===== config.mk =====
export PLATFORM = sky130hd
export DESIGN_NAME = multicycle_controller
export DESIGN_NICKNAME = d
export VERILOG_FILES = /design/src/rtl/mc_ctrl_pkg.sv /design/src/rtl/mc_alu_decode.sv /design/src/rtl/multicycle_controller.sv
export SDC_FILE = /design/constraint.sdc
export NUM_CORES = 1
export LEC_CHECK = 0
export BUFFER_PORTS_ARGS = -buffer_cell sky130_fd_sc_hd__buf_4
export CAP_MARGIN = 10
export CORE_UTILIZATION = 42
export DETAILED_ROUTE_END_ITERATION = 12
export PLACE_DENSITY = 0.86
export SLEW_MARGIN = 20
export SYNTH_ARGS = -nofsm -noshare
export SYNTH_HDL_FRONTEND = slang
export SYNTH_SLANG_ARGS = --single-unit

===== constraint.sdc =====
create_clock -name clk -period 1.4 [get_ports clk]
set_clock_uncertainty 0.05 [all_clocks]
set_input_delay 0 -clock clk [delete_from_list [all_inputs] [get_ports clk]]
set_output_delay 0 -clock clk [all_outputs]
set_load 0.02 [all_outputs]

===== src/rtl/mc_ctrl_pkg.sv =====
// mc_ctrl_pkg: shared constants for the multicycle RV32I controller.
//   - 4-bit FSM state encoding
//   - opcode constants for the supported instruction classes
//   - ALUOp, ResultSrc, ALUSrcA/B and ALUControl codes
//   - imm_src(): opcode -> ImmSrc decode
package mc_ctrl_pkg;

  typedef logic [3:0] state_t;

  localparam state_t ST_FETCH    = 4'd0;
  localparam state_t ST_DECODE   = 4'd1;
  localparam state_t ST_MEMADR   = 4'd2;
  localparam state_t ST_MEMREAD  = 4'd3;
  localparam state_t ST_MEMWB    = 4'd4;
  localparam state_t ST_MEMWRITE = 4'd5;
  localparam state_t ST_EXECUTER = 4'd6;
  localparam state_t ST_EXECUTEI = 4'd7;
  localparam state_t ST_ALUWB    = 4'd8;
  localparam state_t ST_JAL      = 4'd9;
  localparam state_t ST_BEQ      = 4'd10;
  localparam state_t ST_HALT     = 4'd11;

  localparam logic [6:0] OP_LW   = 7'b0000011;
  localparam logic [6:0] OP_SW   = 7'b0100011;
  localparam logic [6:0] OP_RTYP = 7'b0110011;
  localparam logic [6:0] OP_ITYP = 7'b0010011;
  localparam logic [6:0] OP_JAL  = 7'b1101111;
  localparam logic [6:0] OP_BEQ  = 7'b1100011;

  localparam logic [1:0] ALUOP_ADD   = 2'b00;
  localparam logic [1:0] ALUOP_SUB   = 2'b01;
  localparam logic [1:0] ALUOP_FUNCT = 2'b10;

  localparam logic [1:0] RES_ALUOUT    = 2'b00;
  localparam logic [1:0] RES_DATA      = 2'b01;
  localparam logic [1:0] RES_ALURESULT = 2'b10;

  localparam logic [1:0] SRCA_PC    = 2'b00;
  localparam logic [1:0] SRCA_OLDPC = 2'b01;
  localparam logic [1:0] SRCA_RS1   = 2'b10;

  localparam logic [1:0] SRCB_RS2  = 2'b00;
  localparam logic [1:0] SRCB_IMM  = 2'b01;
  localparam logic [1:0] SRCB_FOUR = 2'b10;

  localparam logic [2:0] ALUC_ADD = 3'b000;
  localparam logic [2:0] ALUC_SUB = 3'b001;
  localparam logic [2:0] ALUC_AND = 3'b010;
  localparam logic [2:0] ALUC_OR  = 3'b011;
  localparam logic [2:0] ALUC_SLT = 3'b101;

  localparam logic [1:0] IMM_I = 2'b00;
  localparam logic [1:0] IMM_S = 2'b01;
  localparam logic [1:0] IMM_B = 2'b10;
  localparam logic [1:0] IMM_J = 2'b11;

  function automatic logic [1:0] imm_src(input logic [6:0] op);
    logic [1:0] r;
    case (op)
      OP_SW:   r = IMM_S;
      OP_BEQ:  r = IMM_B;
      OP_JAL:  r = IMM_J;
      default: r = IMM_I;  // lw, I-type ALU and anything unknown
    endcase
    return r;
  endfunction

endpackage


===== src/rtl/mc_alu_decode.sv =====
// mc_alu_decode: ALUOp/funct field decode to the datapath ALUControl code.
//   aluop      in   2  00 add, 01 sub, 10 decode by funct3
//   funct3     in   3  instruction funct3
//   funct7b5   in   1  instruction bit 30
//   op5        in   1  opcode bit 5 (1 = R-type, enables sub)
//   alucontrol out  3  ALU operation code
module mc_alu_decode
  import mc_ctrl_pkg::*;
(
  input  logic [1:0] aluop,
  input  logic [2:0] funct3,
  input  logic       funct7b5,
  input  logic       op5,
  output logic [2:0] alucontrol
);

  always_comb begin
    alucontrol = ALUC_ADD;
    case (aluop)
      ALUOP_SUB: alucontrol = ALUC_SUB;
      ALUOP_FUNCT: begin
        case (funct3)
          3'b000:  alucontrol = (op5 & funct7b5) ? ALUC_SUB : ALUC_ADD;  // addi never subtracts
          3'b010:  alucontrol = ALUC_SLT;
          3'b110:  alucontrol = ALUC_OR;
          3'b111:  alucontrol = ALUC_AND;
          default: alucontrol = ALUC_ADD;
        endcase
      end
      default: alucontrol = ALUC_ADD;
    endcase
  end

endmodule


===== src/rtl/multicycle_controller.sv =====
// multicycle_controller: Moore FSM sequencing a shared-memory multicycle RV32I
// datapath (lw, sw, R-type, I-type ALU, jal, beq).
// Parameter ILLEGAL_TRAP: 0 = unknown opcode returns to FETCH, 1 = enters HALT.
// Optional macro MC_MEM_WAIT_EN adds input mem_ready; FETCH, MEMREAD and
// MEMWRITE then hold until mem_ready = 1.
// Ports:
//   clk, rst_n                  clock, async active-low reset
//   op, funct3, funct7b5, Zero  instruction fields and ALU zero flag
//   PCWrite, AdrSrc, MemWrite, IRWrite, ResultSrc, ALUSrcA, ALUSrcB, RegWrite,
//   ImmSrc, ALUControl          datapath controls
//   illegal_o                   pulse in DECODE on an unknown opcode
//   halted_o                    high while in HALT
module multicycle_controller
  import mc_ctrl_pkg::*;
#(
  parameter int unsigned ILLEGAL_TRAP = 0
) (
  input  logic       clk,
  input  logic       rst_n,
`ifdef MC_MEM_WAIT_EN
  input  logic       mem_ready,
`endif
  input  logic [6:0] op,
  input  logic [2:0] funct3,
  input  logic       funct7b5,
  input  logic       Zero,
  output logic       PCWrite,
  output logic       AdrSrc,
  output logic       MemWrite,
  output logic       IRWrite,
  output logic [1:0] ResultSrc,
  output logic [1:0] ALUSrcA,
  output logic [1:0] ALUSrcB,
  output logic       RegWrite,
  output logic [1:0] ImmSrc,
  output logic [2:0] ALUControl,
  output logic       illegal_o,
  output logic       halted_o
);

  state_t     state_q, state_d;
  logic       ready;
  logic       pcupdate, branch, memwrite, irwrite, regwrite, illegal;
  logic [1:0] aluop;

`ifdef MC_MEM_WAIT_EN
  assign ready = mem_ready;
`else
  assign ready = 1'b1;
`endif

  always_ff @(posedge clk or negedge rst_n) begin
    if (!rst_n) begin
      state_q <= ST_FETCH;
    end else begin
      state_q <= state_d;
    end
  end

  always_comb begin
    state_d   = state_q;
    pcupdate  = 1'b0;
    branch    = 1'b0;
    AdrSrc    = 1'b0;
    memwrite  = 1'b0;
    irwrite   = 1'b0;
    regwrite  = 1'b0;
    illegal   = 1'b0;
    halted_o  = 1'b0;
    ResultSrc = RES_ALUOUT;
    ALUSrcA   = SRCA_PC;
    ALUSrcB   = SRCB_RS2;
    aluop     = ALUOP_ADD;
    case (state_q)
      ST_FETCH: begin
        ALUSrcB   = SRCB_FOUR;
        ResultSrc = RES_ALURESULT;
        irwrite   = ready;
        pcupdate  = ready;
        if (ready) state_d = ST_DECODE;
      end
      ST_DECODE: begin
        // ALU precomputes the branch target from OldPC + ImmExt
        ALUSrcA = SRCA_OLDPC;
        ALUSrcB = SRCB_IMM;
        case (op)
          OP_LW, OP_SW: state_d = ST_MEMADR;
          OP_RTYP:      state_d = ST_EXECUTER;
          OP_ITYP:      state_d = ST_EXECUTEI;
          OP_JAL:       state_d = ST_JAL;
          OP_BEQ:       state_d = ST_BEQ;
          default: begin
            illegal = 1'b1;
            state_d = (ILLEGAL_TRAP != 0) ? ST_HALT : ST_FETCH;
          end
        endcase
      end
      ST_MEMADR: begin
        ALUSrcA = SRCA_RS1;
        ALUSrcB = SRCB_IMM;
        state_d = op[5] ? ST_MEMWRITE : ST_MEMREAD;
      end
      ST_MEMREAD: begin
        AdrSrc = 1'b1;
        if (ready) state_d = ST_MEMWB;
      end
      ST_MEMWB: begin
        ResultSrc = RES_DATA;
        regwrite  = 1'b1;
        state_d   = ST_FETCH;
      end
      ST_MEMWRITE: begin
        AdrSrc   = 1'b1;
        memwrite = 1'b1;
        if (ready) state_d = ST_FETCH;
      end
      ST_EXECUTER: begin
        ALUSrcA = SRCA_RS1;
        ALUSrcB = SRCB_RS2;
        aluop   = ALUOP_FUNCT;
        state_d = ST_ALUWB;
      end
      ST_EXECUTEI: begin
        ALUSrcA = SRCA_RS1;
        ALUSrcB = SRCB_IMM;
        aluop   = ALUOP_FUNCT;
        state_d = ST_ALUWB;
      end
      ST_ALUWB: begin
        regwrite = 1'b1;
        state_d  = ST_FETCH;
      end
      ST_JAL: begin
        // PC <= target held in ALUOut; ALU forms OldPC + 4 for the link
        ALUSrcA  = SRCA_OLDPC;
        ALUSrcB  = SRCB_FOUR;
        pcupdate = 1'b1;
        state_d  = ST_ALUWB;
      end
      ST_BEQ: begin
        ALUSrcA = SRCA_RS1;
        ALUSrcB = SRCB_RS2;
        aluop   = ALUOP_SUB;
        branch  = 1'b1;
        state_d = ST_FETCH;
      end
      ST_HALT: begin
        halted_o = 1'b1;
      end
      default: state_d = ST_FETCH;
    endcase
  end

  // Enables are gated by rst_n so nothing writes while reset is held,
  // even though the state already reads FETCH.
  assign PCWrite   = rst_n & (pcupdate | (branch & Zero));
  assign IRWrite   = rst_n & irwrite;
  assign MemWrite  = rst_n & memwrite;
  assign RegWrite  = rst_n & regwrite;
  assign illegal_o = rst_n & illegal;

  assign ImmSrc = imm_src(op);

  mc_alu_decode u_alu_decode (
    .aluop      (aluop),
    .funct3     (funct3),
    .funct7b5   (funct7b5),
    .op5        (op[5]),
    .alucontrol (ALUControl)
  );

endmodule


==> flow_metrics.env, run 1 <==
export IMPL_status="aborted with a tool error"
export IMPL_stop_stage="5_1_grt"
export IMPL_firstError="[ERROR DPL-0038] Utilization greater than 100%, impossible to legalize"
export IMPL_syn_area_per_cell_sq_um=7.593
export IMPL_die_w_um=38.33
export IMPL_worst_endpoint_kind="primary output"
export IMPL_grt_max_degree=15
export IMPL_syn_area_sq_um=554.3
export IMPL_synth_edf_count=0
export IMPL_clock_sinks=4
export IMPL_die_y_um=38.33
export IMPL_gp_congestion=0.7456
export IMPL_synthDominantCellAreaShare_pct=18.06
export IMPL_ys_ff_latch=4
export IMPL_synth_warnings=0
export IMPL_crit_endpoint="ALUControl[0]"
export IMPL_h_tree_depth=1
export IMPL_portBuffers=31
export IMPL_cts_made_buffers=3
export IMPL_ys_seq_area_share_pct=18.06
export IMPL_yosysTopAreaCell="dfrtp_1"
export IMPL_clock_path_buffers=2
export IMPL_async_reset_ff_share_pct=100.0
export IMPL_ys_types=34
export IMPL_syn_inst=73
export IMPL_dpl_worst_slack_ns=-0.06731
export IMPL_synthesis_nets=89
export IMPL_start_util_pct=47.33
export IMPL_ys_dominant_reg_cell="dfrtp_1"
export IMPL_rows=12
export IMPL_synth_area_leaders="dfrtp_1, xnor2_1, and4bb_1"
export IMPL_dp_hpwl_mm=1.259
export IMPL_pin_count=32
export IMPL_synthTopCellsByCount="nand2_1, nor2_1, inv_1"
export IMPL_cts_root_buf="clkbuf_4"
kinds of logic after synthesis:
kind of cell | after synthesis | synth area share, %
simple gates | 41 | 47.85
flops | 4 | 18.06
xor+xnor | 5 | 7.900
fa+ha+maj | 2 | 4.514
compound gates | 12 | 14.67
buf+inv | 9 | 6.998
stage by stage:
step / hold WS (ns) / util [%] / cells / cell area (sq um)
after global placement: -0.2367 / 75.00 / 124 / 878.3
after detailed placement: -0.2361 / 75.00 / 124 / 878.3
after CTS: 0.05273 / 88.35 / 133 / 1035
after floorplan: -0.3456 / - / 73 / 573.1
what timing repair did:
action | in CTS
endpoints found under the setup margin | 11
setup buffers | 4
resized for setup | 20
hold buffers | 2
cloned | 0
pin swaps | 11
endpoints found under the hold margin | 5
==> run 2, diff against run 1 <==
CORE_AREA = 2 2 63 65   (was unset)
CORE_UTILIZATION = unset   (was 42)
DIE_AREA = 0 0 65 67   (was unset)
PLACE_DENSITY = unset   (was 0.86)
PLACE_DENSITY_LB_ADDON = 0.15   (was unset)
==> run 2 against run 1 <==
The flow now finishes, with violations (setup timing). Synthesized cell count unchanged. Synthesized area unchanged.
==> flow_metrics.env, run 2 <==
export IMPL_hold_start="op[5]"
export IMPL_start_util_pct=15.37
export IMPL_dieArea_sq_um=4355
export IMPL_setup_viol=13
export IMPL_ys_ff_latch=4
export IMPL_dpl_worst_slack_ns=-0.09621
export IMPL_clk_pin_slew_worst_paths_ns=0.03
export IMPL_clock_path_buffers=2
export IMPL_antenna_found_initial=0
export IMPL_grt_pass1_vias=745
export IMPL_synthTopCellsByCount="nand2_1, nor2_1, inv_1"
export IMPL_first_iter_violations=12
export IMPL_drive_gt1_share_pct=67.94
export IMPL_reg2regPathDepth=7
export IMPL_slew_violations=0
export IMPL_min_delay_path_class="input pin to register"
export IMPL_power_mw=1.637
export IMPL_clock_sinks=4
export IMPL_finalSetupTns_ns=-1.378
export IMPL_r2r_end="state_q[0]"
export IMPL_status="finished, violations left"
export IMPL_cts_tree="done"
export IMPL_seq_area_sq_um=102.6
export IMPL_area_growth_pct=137.5
export IMPL_max_freq_ghz=0.6035
export IMPL_rows=22
export IMPL_clk_latency_ns=0.21
export IMPL_mostFrequentLayoutCell="buf_4"
export IMPL_largest_reg_flops=4
export IMPL_top_regs="state_q (4)"
export IMPL_die_y_um=67
export IMPL_crit_type="register to primary output"
export IMPL_cts_made_buffers=3
export IMPL_worst_slack_ns=-0.2570
export IMPL_min_period_ns=1.657
export IMPL_dpl_cell_area_sq_um=935.9
export IMPL_diodes=0
export IMPL_final_core_util_pct=36.50
export IMPL_hold_viol=0
export IMPL_wl_mm=1.972
export IMPL_grt_ovfl_total=0
export IMPL_portBuffers=31
export IMPL_gp_congestion=0.6498
export IMPL_nNetsFinal=149
export IMPL_cap_violations=0
export IMPL_via_count=738
export IMPL_h_tree_depth=1
export IMPL_drc=0
export IMPL_peakVddDrop_v=0.0003802
export IMPL_min_to="state_q[0]"
export IMPL_rsz0062_at_grt="yes"
export IMPL_nFillCells=371
export IMPL_timing_final_crit_share_pct=118.4
export IMPL_die_w_um=65
export IMPL_async_reset_ff_share_pct=100.0
export IMPL_powerDensity_nw_per_um2=1244
export IMPL_layout_common_cells="buf_4, buf_6, nand2_1, nor2_1"
export IMPL_cts_root_buf="clkbuf_8"
export IMPL_ys_dominant_reg_cell="dfrtp_1"
export IMPL_grt_total_usage_pct=9.308
export IMPL_r2r_start="state_q[0]"
export IMPL_tightest_slew_ns=0.2473
export IMPL_pin_count=32
export IMPL_hold_depth=2
export IMPL_leakagePower_nw=0.5963
export IMPL_violations="setup timing"
export IMPL_ys_seq_area_share_pct=18.06
export IMPL_end_kind="primary output"
export IMPL_synth_edf_count=0
export IMPL_relSlewSlack_pct=83.37
export IMPL_dr_pass1_iters=4
export IMPL_top_register="state_q"
export IMPL_core_area_sq_um=3606
export IMPL_synth_warnings=0
export IMPL_grt_pass1_wl_mm=3.153
export IMPL_syn_area_per_cell_sq_um=7.593
export IMPL_synthDominantCellAreaShare_pct=18.06
export IMPL_ys_types=34
export IMPL_synth_area_leaders="dfrtp_1, xnor2_1, and4bb_1"
export IMPL_cp_data_required_time_ns=1.35
export IMPL_vias_per_cell=4.123
export IMPL_syn_area_sq_um=554.3
export IMPL_r2r_slack_ns=-0.12
export IMPL_arrival_ns=1.61
export IMPL_dp_hpwl_mm=1.407
export IMPL_grt_max_degree=15
export IMPL_avgRoutedWirePerCell_um=11.02
export IMPL_multi_input_comb_area_sq_um=566.8
export IMPL_start_kind="register"
export IMPL_critical_path_max_fanout=4
export IMPL_design_area_sq_um=1316
export IMPL_ant_nets=0
export IMPL_synthesis_nets=89
export IMPL_syn_inst=73
export IMPL_yosysTopAreaCell="dfrtp_1"
[run 2: cell counts after synthesis]
Identical to the previous run, type by type.
[run 2: report_power, final]
| part | total (mW) | leakage [nW] | internal, mW | switching, mW |
|---|---|---|---|---|
| combinational | 1.24 | 0.524 | 0.726 | 0.511 |
| clock | 0.241 | 0.0216 | 0.183 | 0.0574 |
| sequential | 0.160 | 0.0507 | 0.139 | 0.0206 |
| total | 1.64 | 0.596 | 1.05 | 0.589 |
[run 2: logic make-up (layout without fill, tap and decap cells)]
logic type,after synthesis,count (layout),synth area share (%)
buffers and inverters,9,67,6.998
adders and majority gates,2,2,4.514
and+or+nand+nor,41,41,47.85
DFF,4,4,18.06
AOI/OAI and AO/OA,12,12,14.67
xor gates and xnor gates,5,5,7.900
[run 2: layer usage]
metal	vias to the layer above	track usage [%]	routed length (um)
li1	378	-	-
met1	328	11.44	880
met2	28	15.72	934
met3	4	0.8446	115
met4	0	5.585	42
met5	-	0	0
[run 2: worst max path at each step]
stage	depth (start not counted)	from	slack (ns)	end
global placement	6	state_q[3]	-0.08	ALUControl[1]
CTS	6	state_q[3]	-0.25	ALUControl[1]
finish	7	state_q[2]	-0.26	ALUControl[0]
floorplan	5	state_q[3]	-0.08	ALUControl[1]
detailed placement	7	state_q[2]	-0.1	ALUControl[0]
global route	7	state_q[0]	-0.31	ALUControl[0]
[run 2: cell type report]
type / count / share of cell area, %
inverter: 5 / 1.426
clock buffer: 3 / 3.137
sequential: 4 / 7.795
tap: 48 / 4.563
timing repair buffer: 59 / 40.02
multi-input combinational: 60 / 43.06
[run 2: repair_timing]
action / in CTS / in global routing
resized for setup: 15 / 31
setup endpoints to repair: 8 / 18
hold buffers: 1 / 0
buffers inserted: 7 / 8
pin swaps: 9 / 11
hold endpoints to repair: 4 / 0
cloned: 0 / 1
[run 2: stage by stage]
step	hold slack (ns)	instances
after floorplan	-0.3456	73
after global placement	-0.2323	160
after detailed placement	-0.2315	160
after CTS	0.02713	170
after global routing	0.04356	179
final	0.01580	179
[run 2: worst max-delay path, cell delays in order, from the launching register on]
cell and delay [ns]:
dfrtp_1 0.40, and4bb_2 0.34, inv_2 0.05, ha_4 0.15, nor2b_1 0.12, o21ai_1 0.10, a21oi_2 0.07, buf_4 0.15
Note: power is estimated with default switching activity, not from simulation.
==> run 3, diff against run 2 <==
--- a/constraint.sdc
+++ b/constraint.sdc
@@ -4,2 +4,2 @@
 set_output_delay 0 -clock clk [all_outputs]
-set_load 0.02 [all_outputs]
+set_load 0.01 [all_outputs]
==> run 3 against run 2 <==
The run still ends with setup timing left. Highest routed layer unchanged. Global-route usage is 0.28 points higher. Flip-flop and latch count stayed put. Sequential share of layout area rose by 0.075 points.
==> flow_metrics.env, run 3 (synthesis results as in run 2) <==
export IMPL_drive_gt1_share_pct=67.44
export IMPL_layout_common_cells="buf_4, buf_6"
export IMPL_mostFrequentLayoutCell="buf_4"
export IMPL_grt_pass1_wl_mm=3.091
export IMPL_slowest_delay_ns=0.41
export IMPL_pin_count=32
export IMPL_slew_violations=0
export IMPL_dpl_cell_area_sq_um=922.1
export IMPL_wl_mm=2.108
export IMPL_via_count=743
export IMPL_place_inst=160
export IMPL_r2r_slack_ns=-0.14
export IMPL_rows=22
export IMPL_final_cells=177
export IMPL_antenna_found_initial=0
export IMPL_arrival_ns=1.62
export IMPL_dr_pass1_iters=3
export IMPL_r2r_start="state_q[2]"
export IMPL_largest_reg_flops=4
export IMPL_cp_data_required_time_ns=1.35
export IMPL_cts_made_buffers=3
export IMPL_nNetsFinal=147
export IMPL_dieArea_sq_um=4355
export IMPL_design_area_sq_um=1304
export IMPL_relSlewSlack_pct=86.39
export IMPL_rsz0062_at_grt="yes"
export IMPL_hold_start="op[5]"
export IMPL_clk_pin_slew_worst_paths_ns=0.03
export IMPL_die_w_um=65
export IMPL_top_regs="state_q (4)"
export IMPL_finalSetupTns_ns=-2.059
export IMPL_diodes=0
export IMPL_ant_nets=0
export IMPL_vias_per_cell=4.198
export IMPL_portBuffers=31
export IMPL_drc=0
export IMPL_min_period_ns=1.671
export IMPL_h_tree_depth=1
export IMPL_peakVddDrop_v=0.0003498
export IMPL_violations="setup timing"
export IMPL_avgRoutedWirePerCell_um=11.91
export IMPL_cts_root_buf="clkbuf_8"
export IMPL_status="finished, violations left"
export IMPL_leakagePower_nw=0.5820
export IMPL_start_kind="register"
export IMPL_crit_type="register to primary output"
export IMPL_top_register="state_q"
export IMPL_start_util_pct=15.37
export IMPL_critical_path_max_fanout=4
export IMPL_area_growth_pct=135.2
export IMPL_grt_ovfl_total=0
export IMPL_max_freq_ghz=0.5983
export IMPL_die_y_um=67
export IMPL_core_area_sq_um=3606
export IMPL_hold_depth=3
export IMPL_r2r_end="state_q[0]"
export IMPL_worst_slack_ns=-0.2714
export IMPL_nFillCells=368
export IMPL_cap_violations=0
export IMPL_min_delay_path_class="input pin to register"
export IMPL_clock_path_buffers=2
export IMPL_tightest_slew_ns=0.2024
export IMPL_dp_hpwl_mm=1.336
export IMPL_setup_viol=16
export IMPL_power_mw=1.304
export IMPL_first_iter_violations=7
export IMPL_final_core_util_pct=36.16
export IMPL_clk_latency_ns=0.22
export IMPL_grt_total_usage_pct=9.583
export IMPL_powerDensity_nw_per_um2=1000
export IMPL_timing_final_crit_share_pct=119.4
export IMPL_end_kind="primary output"
export IMPL_cp_cell_sequence="and4bb_4 > inv_2 > ha_4 > nor2b_4 > o21ai_2 > a21oi_1 > buf_4"
export IMPL_min_to="state_q[2]"
export IMPL_grt_max_degree=15
export IMPL_cts_tree="done"
export IMPL_cpMaxStageDelayCell="dfrtp_1"
export IMPL_hold_viol=0
export IMPL_grt_pass1_vias=705
export IMPL_reg2regPathDepth=7
export IMPL_gp_congestion=0.6750
export IMPL_clock_sinks=4
## run 3: how the worst max path moves through the flow
stage | depth (start not counted) | from | to | slack, ns
2_1_floorplan | 5 | state_q[3] | ALUControl[1] | 0.05
3_3_place_gp | 7 | state_q[2] | ALUControl[0] | -0.05
3_5_place_dp | 6 | state_q[3] | ALUControl[1] | -0.08
4_1_cts | 7 | state_q[2] | ALUControl[0] | -0.23
5_1_grt | 7 | state_q[2] | ALUControl[0] | -0.33
6_report | 7 | state_q[2] | ALUControl[0] | -0.27
## run 3: timing repair
item / in CTS / in global routing
endpoints found under the setup margin: 11 / 18
pin swaps: 8 / 14
setup buffers: 11 / 3
hold buffers: 2 / 0
hold endpoints to repair: 5 / 0
gates resized for setup: 22 / 33
## run 3: layout make-up
cell class	count	area [sq um]	area share [%]
inverters	5	18.77	1.440
multi-input cells	60	579.3	44.43
flip-flops and latches	4	102.6	7.869
well taps	48	60.06	4.607
clock buffers	3	41.29	3.167
repair buffers	57	501.7	38.48
## run 3: metrics by stage
step / hold slack (ns) / worst slack (ns)
2_1_floorplan: -0.3456 / 0.04683
3_3_place_gp: -0.2343 / -0.04867
3_5_place_dp: -0.2348 / -0.07819
4_1_cts: 0.06181 / -0.2313
5_1_grt: 0.1049 / -0.3337
6_report: 0.06781 / -0.2714
## run 3: where the power goes
group          internal (mW)  total, mW  switching [mW]
sequential             0.136      0.154          0.0178
combinational          0.528      0.902           0.374
clock                  0.184      0.248          0.0644
## run 3: metal layers
layer | global-route usage (%) | part of all wire (%) | vias up
met1 | 9.889 | 37 | 351
met2 | 17.78 | 58 | 14
met4 | 7.181 | 2.4 | 0
met5 | 0 | 0 | -
li1 | - | - | 373
met3 | 1.014 | 2.2 | 5
## run 3: worst max-delay path, delay by kind of cell, from the launching register on
kind	cells	cell delay, ns
simple gates	2	0.52
flops	1	0.41
buf+inv	2	0.19
fa+ha+maj	1	0.16
compound gates	2	0.13
==> run 4, diff against run 3 <==
CAP_MARGIN = 20   (was 10)
SETUP_SLACK_MARGIN = 0.15   (was unset)
SLEW_MARGIN = 5   (was 20)
==> run 4 against run 3 <==
The flow still finishes with violations (setup timing). Critical path type unchanged. Largest power group unchanged. Core utilization rose by 0.87 points. Cell count is the same. Clock power decreased by 4%.
==> flow_metrics.env, run 4 (synthesis results as in run 2) <==
export IMPL_status="finished, violations left"
export IMPL_violations="setup timing"
export IMPL_power_mw=1.383
export IMPL_die_y_um=67
export IMPL_arrival_ns=1.56
export IMPL_diodes=0
export IMPL_worst_slack_ns=-0.2071
export IMPL_cts_made_buffers=3
export IMPL_ant_nets=0
export IMPL_top_regs="state_q (4)"
export IMPL_grt_total_usage_pct=9.793
export IMPL_die_w_um=65
export IMPL_cp_data_required_time_ns=1.35
export IMPL_setup_viol=15
export IMPL_rows=22
export IMPL_hold_viol=0
export IMPL_nNetsFinal=147
export IMPL_crit_type="register to primary output"
export IMPL_drive_gt1_share_pct=70.54
export IMPL_gp_congestion=0.6872
export IMPL_start_util_pct=15.37
export IMPL_area_growth_pct=140.9
export IMPL_tightest_slew_ns=0.2069
export IMPL_antenna_found_initial=0
export IMPL_cap_violations=0
export IMPL_peakVddDrop_v=0.0004041
export IMPL_min_delay_path_class="input pin to async pin"
export IMPL_grt_max_degree=11
export IMPL_cts_tree="done"
export IMPL_top_register="state_q"
export IMPL_dieArea_sq_um=4355
export IMPL_grt_pass1_vias=760
export IMPL_slew_violations=0
export IMPL_drc=0
export IMPL_powerDensity_nw_per_um2=1036
export IMPL_grt_pass1_wl_mm=3.263
export IMPL_end_kind="primary output"
export IMPL_pin_count=32
export IMPL_clk_pin_slew_worst_paths_ns=0.03
export IMPL_largest_reg_flops=4
export IMPL_dr_pass1_iters=4
export IMPL_leakagePower_nw=0.5869
export IMPL_nFillCells=362
export IMPL_portBuffers=31
export IMPL_start_kind="register"
export IMPL_core_area_sq_um=3606
export IMPL_min_period_ns=1.607
export IMPL_h_tree_depth=1
export IMPL_r2r_end="state_q[0]"
export IMPL_layout_common_cells="buf_4, buf_6, nand2_1"
export IMPL_via_count=738
export IMPL_r2r_start="state_q[3]"
export IMPL_dp_hpwl_mm=1.450
export IMPL_clock_path_buffers=2
export IMPL_r2r_slack_ns=-0.11
export IMPL_reg2regPathDepth=6
export IMPL_rsz0062_at_grt="yes"
export IMPL_clk_latency_ns=0.21
export IMPL_clock_sinks=4
export IMPL_avgRoutedWirePerCell_um=11.05
export IMPL_cts_root_buf="clkbuf_8"
export IMPL_final_cells=177
export IMPL_critical_path_max_fanout=4
export IMPL_wl_mm=1.956
export IMPL_relSlewSlack_pct=86.12
export IMPL_place_inst=161
export IMPL_grt_ovfl_total=0
export IMPL_vias_per_cell=4.169
export IMPL_first_iter_violations=34
export IMPL_max_freq_ghz=0.6222
export IMPL_mostFrequentLayoutCell="buf_4"
export IMPL_timing_final_crit_share_pct=114.8
run 4: worst max-delay path by stage:
stage | startpoint | to | slack, ns | cells after the start
6_report | state_q[3] | ALUControl[1] | -0.21 | 5
5_1_grt | state_q[3] | ALUControl[0] | -0.30 | 7
4_1_cts | state_q[2] | ALUControl[0] | -0.21 | 7
3_5_place_dp | state_q[3] | ALUControl[0] | -0.03 | 7
3_3_place_gp | state_q[1] | ALUControl[1] | -0.003 | 5
2_1_floorplan | state_q[3] | ALUControl[0] | 0.1 | 6
run 4: metal layers:
layer  GRT usage (%)  share of wire (%)
met1           11.69                 44
met2           16.11                 49
met3           3.209                6.0
met5               0                  0
met4           3.989                  0
run 4: worst max-delay path, cell delays in order (launching register included):
cell and delay [ns]:
dfrtp_2 0.43, and4bb_2 0.25, buf_4 0.14, ha_4 0.24, nor3b_2 0.15, buf_4 0.14
run 4: repair_timing:
item / 4_1_cts / 5_1_grt
endpoints found under the hold margin: 4 / 1
pin swaps: 7 / 8
gates resized for setup: 34 / 21
buffers inserted: 10 / 1
hold buffers: 1 / 1
endpoints found under the setup margin: 20 / 20
run 4: power breakdown:
group | total [mW] | internal, mW | switching, mW | leakage, nW
logic | 0.994 | 0.592 | 0.402 | 0.515
clock network | 0.238 | 0.183 | 0.0555 | 0.0216
registers | 0.151 | 0.136 | 0.0147 | 0.0500
total | 1.38 | 0.911 | 0.473 | 0.587
run 4: stage by stage:
step	area, sq um	utilization (%)	setup WS [ns]	TNS (ns)	hold WS, ns
after floorplan	583.1	-	0.09790	0	-0.3456
after global placement	953.4	26.44	-0.002592	-0.002592	-0.2317
after detailed placement	953.4	26.44	-0.02874	-0.02874	-0.2295
after CTS	1215	33.69	-0.2093	-1.355	0.0002625
after global routing	1335	37.02	-0.3029	-2.878	0.09077
final	1335	37.02	-0.2071	-1.476	0.09315
run 4: final cells by class:
type / instances / area [sq um] / share of cell area, %
timing repair buffer: 57 / 513.0 / 38.43
inverter: 5 / 21.27 / 1.593
tap: 48 / 60.06 / 4.499
clock buffer: 3 / 41.29 / 3.093
multi-input combinational: 60 / 596.8 / 44.70
sequential: 4 / 102.6 / 7.685
